### config.mk
export PLATFORM = sky130hd
export DESIGN_NAME = ncl_gate_seq
export DESIGN_NICKNAME = d
export VERILOG_FILES = /design/src/rtl/ncl_gate_seq.sv
export SDC_FILE = /design/constraint.sdc
export NUM_CORES = 1
export LEC_CHECK = 0
export BUFFER_PORTS_ARGS = -buffer_cell sky130_fd_sc_hd__buf_2
export CAP_MARGIN = 25
export CORE_MARGIN = 5
export CORE_UTILIZATION = 40
export CTS_CLUSTER_SIZE = 14
export DETAILED_ROUTE_END_ITERATION = 7
export PLACE_DENSITY_LB_ADDON = 0.1
export SLEW_MARGIN = 20
export SYNTH_ARGS = -nofsm -noshare
export SYNTH_HDL_FRONTEND = slang
export SYNTH_SLANG_ARGS = --single-unit
### constraint.sdc
create_clock -name clk -period 6.69 [get_ports clk]
set_input_delay 0.669 -clock clk [delete_from_list [all_inputs] [get_ports clk]]
set_output_delay 0.669 -clock clk [all_outputs]
set_load 0.01 [all_outputs]
### src/rtl/ncl_gate_seq.sv
// Exhaustive sweep tester for a weighted NCL threshold gate with hysteresis.
// Drives all 16 patterns, releases inputs one by one and counts mismatches.
module ncl_gate_seq (
    input  logic       clk,
    input  logic       rst,
    input  logic       start,
    input  logic [1:0] wa,
    input  logic [1:0] wb,
    input  logic [1:0] wc,
    input  logic [1:0] wd,
    input  logic [3:0] thresh,
    input  logic [3:0] settle,
    input  logic       gate_y,
    output logic       a,
    output logic       b,
    output logic       c,
    output logic       d,
    output logic       busy,
    output logic       done,
    output logic [7:0] err_cnt,
    output logic [4:0] fail_vec
);

    typedef enum logic [3:0] {
        S_IDLE, S_DATA, S_DWAIT, S_DCHK, S_REL,
        S_RWAIT, S_RCHK, S_NEXT, S_FIN
    } state_t;

    state_t     r_state, w_next;
    logic [1:0] r_wa, r_wb, r_wc, r_wd;
    logic [3:0] r_th, r_settle, r_cnt, r_p, r_drv;
    logic       r_held, r_sync1, r_ys;
    logic [7:0] r_err;
    logic [4:0] r_fail;

    logic [3:0] w_sum, w_th_eff, w_drv_rel;
    logic       w_exp, w_expv, w_chk, w_miss;

    assign w_sum = {2'b00, r_wa & {2{r_p[0]}}}
                 + {2'b00, r_wb & {2{r_p[1]}}}
                 + {2'b00, r_wc & {2{r_p[2]}}}
                 + {2'b00, r_wd & {2{r_p[3]}}};
    assign w_th_eff  = (r_th == 4'd0) ? 4'd1 : r_th;
    assign w_exp     = (w_sum >= w_th_eff);
    assign w_drv_rel = r_drv & (r_drv - 4'd1);

    // during release the gate must hold its output until every input is low
    assign w_chk  = (r_state == S_DCHK) || (r_state == S_RCHK);
    assign w_expv = (r_state == S_DCHK) ? w_exp
                  : ((r_drv != 4'd0) ? r_held : 1'b0);
    assign w_miss = w_chk && (r_ys != w_expv);

    always_ff @(posedge clk or posedge rst) begin
        if (rst) r_state <= S_IDLE;
        else     r_state <= w_next;
    end

    always_comb begin
        w_next = r_state;
        case (r_state)
            S_IDLE:  if (start) w_next = S_DATA;
            S_DATA:  w_next = S_DWAIT;
            S_DWAIT: if (r_cnt <= 4'd1) w_next = S_DCHK;
            S_DCHK:  w_next = (r_p != 4'd0) ? S_REL : S_NEXT;
            S_REL:   w_next = S_RWAIT;
            S_RWAIT: if (r_cnt <= 4'd1) w_next = S_RCHK;
            S_RCHK:  w_next = (r_drv != 4'd0) ? S_REL : S_NEXT;
            S_NEXT:  w_next = (r_p == 4'd15) ? S_FIN : S_DATA;
            S_FIN:   w_next = S_IDLE;
            default: w_next = S_IDLE;
        endcase
    end

    always_ff @(posedge clk or posedge rst) begin
        if (rst) begin
            r_wa     <= 2'd0;
            r_wb     <= 2'd0;
            r_wc     <= 2'd0;
            r_wd     <= 2'd0;
            r_th     <= 4'd0;
            r_settle <= 4'd1;
            r_cnt    <= 4'd0;
            r_p      <= 4'd0;
            r_drv    <= 4'd0;
            r_held   <= 1'b0;
            r_sync1  <= 1'b0;
            r_ys     <= 1'b0;
            r_err    <= 8'd0;
            r_fail   <= 5'd0;
        end else begin
            r_sync1 <= gate_y;
            r_ys    <= r_sync1;
            case (r_state)
                S_IDLE: if (start) begin
                    r_wa     <= wa;
                    r_wb     <= wb;
                    r_wc     <= wc;
                    r_wd     <= wd;
                    r_th     <= thresh;
                    r_settle <= (settle == 4'd0) ? 4'd1 : settle;
                    r_err    <= 8'd0;
                    r_fail   <= 5'd0;
                    r_p      <= 4'd0;
                    r_drv    <= 4'd0;
                end
                S_DATA: begin
                    r_drv <= r_p;
                    r_cnt <= r_settle;
                end
                S_DWAIT, S_RWAIT: r_cnt <= r_cnt - 4'd1;
                S_DCHK: r_held <= w_exp;
                S_REL: begin
                    r_drv <= w_drv_rel;
                    r_cnt <= r_settle;
                end
                S_NEXT: if (r_p != 4'd15) r_p <= r_p + 4'd1;
                S_FIN:  r_drv <= 4'd0;
                default: ;
            endcase
            if (w_miss) begin
                if (r_err != 8'hFF) r_err <= r_err + 8'd1;
                if (!r_fail[4]) r_fail <= {1'b1, r_p};
            end
        end
    end

    assign {d, c, b, a} = r_drv;
    assign busy         = (r_state != S_IDLE);
    assign done         = (r_state == S_FIN);
    assign err_cnt      = r_err;
    assign fail_vec     = r_fail;

endmodule
-- Word-level counts from Yosys, hierarchy flattened
Index checks and enable logic that the tools add are counted.
- word-level logic and storage cells: 86
- bits in registers: 48
- output and inout bits: 19
- order comparisons: 2
- bitwise operators: 5
- eq/ne operators: 16
- $add $sub $neg: 7
- reduce and logical (&&, ||, !) cells: 17
- multiplexer cells: 24
- operator list (cell ; count):
    $mux W4 ; 8
    $mux W8 ; 4
    $pmux W4 S8 ; 1
    $mux W5 ; 4
    $eq A4 B3 Y1 const B ; 4
    $pmux W4 S2 ; 2
    $pmux W4 S4 ; 1
    $reduce_bool A4 Y1 ; 4
    $logic_not A4 Y1 ; 3
    $add A8 B1 Y8 const B ; 1
    $and A2 B2 Y2 ; 4
    $eq A4 B2 Y1 const B ; 2
    $eq A4 B4 Y1 const B ; 2
    $ne A2 B2 Y1 const B ; 4
    $ne A8 B8 Y1 const B ; 1
    $sub A4 B1 Y4 const B ; 2
    $reduce_and A3 Y1 ; 2
    $add A3 B2 Y4 ; 1
    $add A4 B1 Y4 const B ; 1
    $add A4 B2 Y4 ; 1
    $and A4 B4 Y4 ; 1
    $eq A4 B1 Y1 const B ; 1
    $ge A4 B4 Y1 ; 1
    $le A4 B1 Y1 const B ; 1
    other kinds (10) ; 15

-- Longest topological paths before layout
- word-level depth: 9
- mapped depth: 14
- mapped depth without buffers: 13

-- Worst setup path after synthesis
No wires, ideal clock.
- path kind: register to register
- from: register r_p[0]
- to: register r_err[3] (netlist: err_cnt[3])
- path buffers: 1
- data required time: 6.564 ns
- library setup time: 0.126 ns
- arrival time: 3.704 ns
- setup slack: 2.859 ns
- cell stages (with the launch flop): 14
- path through: dfrtp_1 and2_1 fa_1 fa_1 ha_1 fa_1 ha_1 o21ai_0 o21ai_0 a32oi_1 mux2i_1 buf_2 nor2_1 a311o_1
- word-level cells in the longest chain between the ends: 9
- RTL lines (what ; RTL line ; text):
    from (decl) ; 31 ; logic [3:0] r_th, r_settle, r_cnt, r_p, r_drv;
    from (signal assigned) ; 116 ; S_NEXT: if (r_p != 4'd15) r_p <= r_p + 4'd1;
    $and A2 B2 Y2 ; 39 ; assign w_sum = {2'b00, r_wa & {2{r_p[0]}}}
    $add A2 B2 Y3 ; 40 ; + {2'b00, r_wb & {2{r_p[1]}}}
    $add A3 B2 Y4 ; 41 ; + {2'b00, r_wc & {2{r_p[2]}}}
    $add A4 B2 Y4 ; 42 ; + {2'b00, r_wd & {2{r_p[3]}}};
    $ge A4 B4 Y1 ; 44 ; assign w_exp = (w_sum >= w_th_eff);
    $mux W1 ; 49 ; assign w_expv = (r_state == S_DCHK) ? w_exp
    $ne A1 B1 Y1 ; 51 ; assign w_miss = w_chk && (r_ys != w_expv);
    $logic_and A1 B1 Y1 ; 51 ;
    $mux W8 ; 120 ; if (w_miss) begin
    to (signal assigned) ; 121 ; if (r_err != 8'hFF) r_err <= r_err + 8'd1;
    to (decl) ; 33 ; logic [7:0] r_err;
No other way between the ends.
A chain may end at the register's enable or synchronous reset.

-- Worst setup path in the final report
Ends and elaborated chain as after synthesis.

==> impl_metrics.tcl <==
set metrics [dict create \
    required_ns 6.89 \
    max_slew_margin 0.3916 \
    cts_tree "done" \
    cts_buffers 5 \
    drive_above_1_share 0.1723 \
    port_buffers 38 \
    ctsResizeCount 0 \
    gp_congestion 0.7853 \
    clk_latency_ns 0.31 \
    yosysWarnings 0 \
    antennaDiodeCount 0 \
    setup_viol 0 \
    wire_per_inst_um 14.61 \
    die-height_um 90.51 \
    hp-class "input port to asynchronous set/reset pin" \
    max_freq_ghz 0.2145 \
    grt_pass1_vias 2020 \
    drtIter0Drc 129 \
    worst-slew-pin-transition_ns 0.9125 \
    synthesis.instances 287 \
    dp.cells 394 \
    cts_hold_buf 0 \
    critPathArrivalTime_ns 4.86 \
    final_common_cell "nand2_1" \
    ys_ff_latch 48 \
    viasPerCell 5.308 \
    totalWireLength_mm 5.872 \
    syn_to_final_growth_pct 15.15 \
    p_sw_mw 0.5583 \
    antenna_found_initial 0 \
    end_kind "flop" \
    ys_seq_area_frac 0.4638 \
    placed_cell_area_um2 2874 \
    cts.sinks 48 \
    p_clk_frac 0.163 \
    synth_area_leaders "dfrtp_1 (45%), nand2_1 (9.6%), ha_1 (5.3%)" \
    pwr-share-seq 0.412 \
    grt_use_met2 0.2137 \
    post-dp-hpwl_mm 4.222 \
    busiest_layer "met2" \
    dp_slack_ns 1.999 \
    ios 39 \
    finalHoldViolations 0 \
    clkTransAtPathRegs_ns 0.09 \
    syn_nets 322 \
    die-area_um2 8191 \
    first_pass_iters 4 \
    stdcell_area_um2 2985 \
    switching_share 0.4243 \
    cp_max_fo 12 \
    overflow 0 \
    die_w_um 90.51 \
    use_met3 0.04667 \
    crit_type "flop to flop" \
    pwr_density_cell_nw_per_um2 440.8 \
    intPower_mw 0.7575 \
    fin_tns_setup_ns 0 \
    period_needed_ns 4.662 \
    status "finished clean" \
    synth_area_leader_cell "dfrtp_1" \
    route.detailed.drc 0 \
    num_rows 29 \
    period_share 0.6968 \
    ant_nets 0 \
    yosys.cell_types.count 44 \
    grt_first_pass_wirelength_mm 9.998 \
    fin_nets 359 \
    finalMaxSlewViolations 0 \
    worstRegToRegCells 12 \
    mostFrequentLayoutCells "nand2_1 (66), dfrtp_1 (47), buf_2 (38), nor2_1 (21), o21ai_0 (19)" \
    reg2reg_to "err_cnt[3]" \
    cts_max_level 2 \
    p_total_mw 1.316 \
    use_met1 0.2132 \
    clockBufferDepth 2 \
    startpoint_type "flop" \
    fin_skew_ns 0.002113 \
    r2r_slack_ns 2.03 \
    synth_top_cell_area_share 0.4537 \
    p_leak_nw 1.475 \
    grt_max_degree 31 \
    num-fill-cells 624 \
    vias 2134 \
    synth_area_um2 2592 \
    root_buffer "clkbuf_8" \
    initial_core_util 0.4106 \
    grt_usage 0.1493 \
    max_cap_violations 0 \
    rsz0062_at_grt "false" \
    vdd_drop_max_mv 0.1816 \
    rr_startpoint "r_p[0]" \
    post_cts_buffers 0 \
    pwr-share-comb 0.425 \
    layout.cells.non_filler 402 \
    core_area_um2 6314 \
    setup_slack_ns 2.028 \
    synth_area_per_cell_um2 9.033 \
]
-- stage by stage --
step | util | hold slack, ns
floorplan | - | 0.3312
CTS | 0.4729 | 0.3494
global placement | 0.4497 | 0.3446
global route | 0.4729 | 0.3749
detailed placement | 0.4552 | 0.3378
finish | 0.4729 | 0.3435
-- routing by layer --
layer  wire length, µm  vias up
met1              2861      996
met3               338        8
met4               112        0
met2              2561       68
li1                  -     1062
met5                 0        -
-- state kept, by name, summed over array words and instances (netlist names), 2 cells and up --
signal and count:
r_wa 2, r_state 4, r_cnt 4, r_p 4, err_cnt 8, r_th 4, fail_vec 5, r_wb 2
r_settle 4, r_drv 4, r_wc 2, r_wd 2
-- worst max path at each step --
stage                 from         end  slack (ns)  depth (start not counted)
floorplan           r_p[0]  err_cnt[3]        2.86                         13
global placement    r_p[0]  err_cnt[5]        2.12                         12
detailed placement  r_p[0]  err_cnt[3]        2.00                         12
CTS                 r_p[0]  err_cnt[5]        1.99                         12
global route        r_p[0]  err_cnt[5]        1.70                         12
finish              r_p[0]  err_cnt[3]        2.03                         12
-- Yosys cell counts (all sizes together) --
library cell,n
nor4b,1
inv,15
a21o,1
a311oi,3
a32o,1
dfrtp,47
nand2b,3
and3,4
or2,1
nand2,66
or3,2
a221o,1
clkbuf,7
a31o,1
a32oi,1
mux2i,3
nand4,2
xor2,2
a311o,2
a21oi,10
ha,11
fa,4
a31oi,1
nor2b,6
nor3b,2
buf,3
o2bb2ai,1
o211ai,6
xnor2,3
and2,7
nor2,22
a22o,5
dfstp,1
o21ai,19
mux2,2
a221oi,1
nor3,8
nor4,2
nand3,10
-- area by class of cell --
class / count / area (µm²) / share of cell area
well taps: 77 / 96.34 / 0.03227
inverters: 15 / 56.30 / 0.01886
repair buffers: 40 / 225.2 / 0.07544
clock buffers: 5 / 68.82 / 0.02305
flip-flops and latches: 48 / 1202 / 0.4028
clock inverters: 3 / 42.54 / 0.01425
multi-input cells: 214 / 1294 / 0.4334
-- critical path: stages, from the launching register on --
cell     delay (ns)
dfrtp_1        0.47
and2_1         0.19
fa_1           0.50
fa_1           0.49
ha_1           0.22
fa_1           0.43
ha_1           0.29
o21ai_0        0.07
o21ai_0        0.13
a32oi_1        0.30
mux2i_1        0.76
nor2_1         0.28
a311o_1        0.41
-- cells by family after synthesis --
kind of cell / Yosys count / share of synthesized area
AOI/OAI and AO/OA: 53 / 0.1361
xor gates and xnor gates: 5 / 0.01689
adders and majority gates: 15 / 0.08398
buffers and inverters: 25 / 0.03716
DFF: 48 / 0.4638
muxes: 5 / 0.02027
and+or+nand+nor: 136 / 0.2418
-- power by group through the flow --
| stage | registers (mW) | clock network (mW) | logic, mW |
|---|---|---|---|
| global placement | 0.545 | 0 | 0.557 |
| floorplan | 0.509 | 0 | 0.428 |
| finish | 0.542 | 0.215 | 0.559 |
| CTS | 0.542 | 0.225 | 0.567 |
| detailed placement | 0.548 | 0 | 0.564 |
| global route | 0.564 | 0.235 | 0.643 |
(Power assumes the default switching activity.)
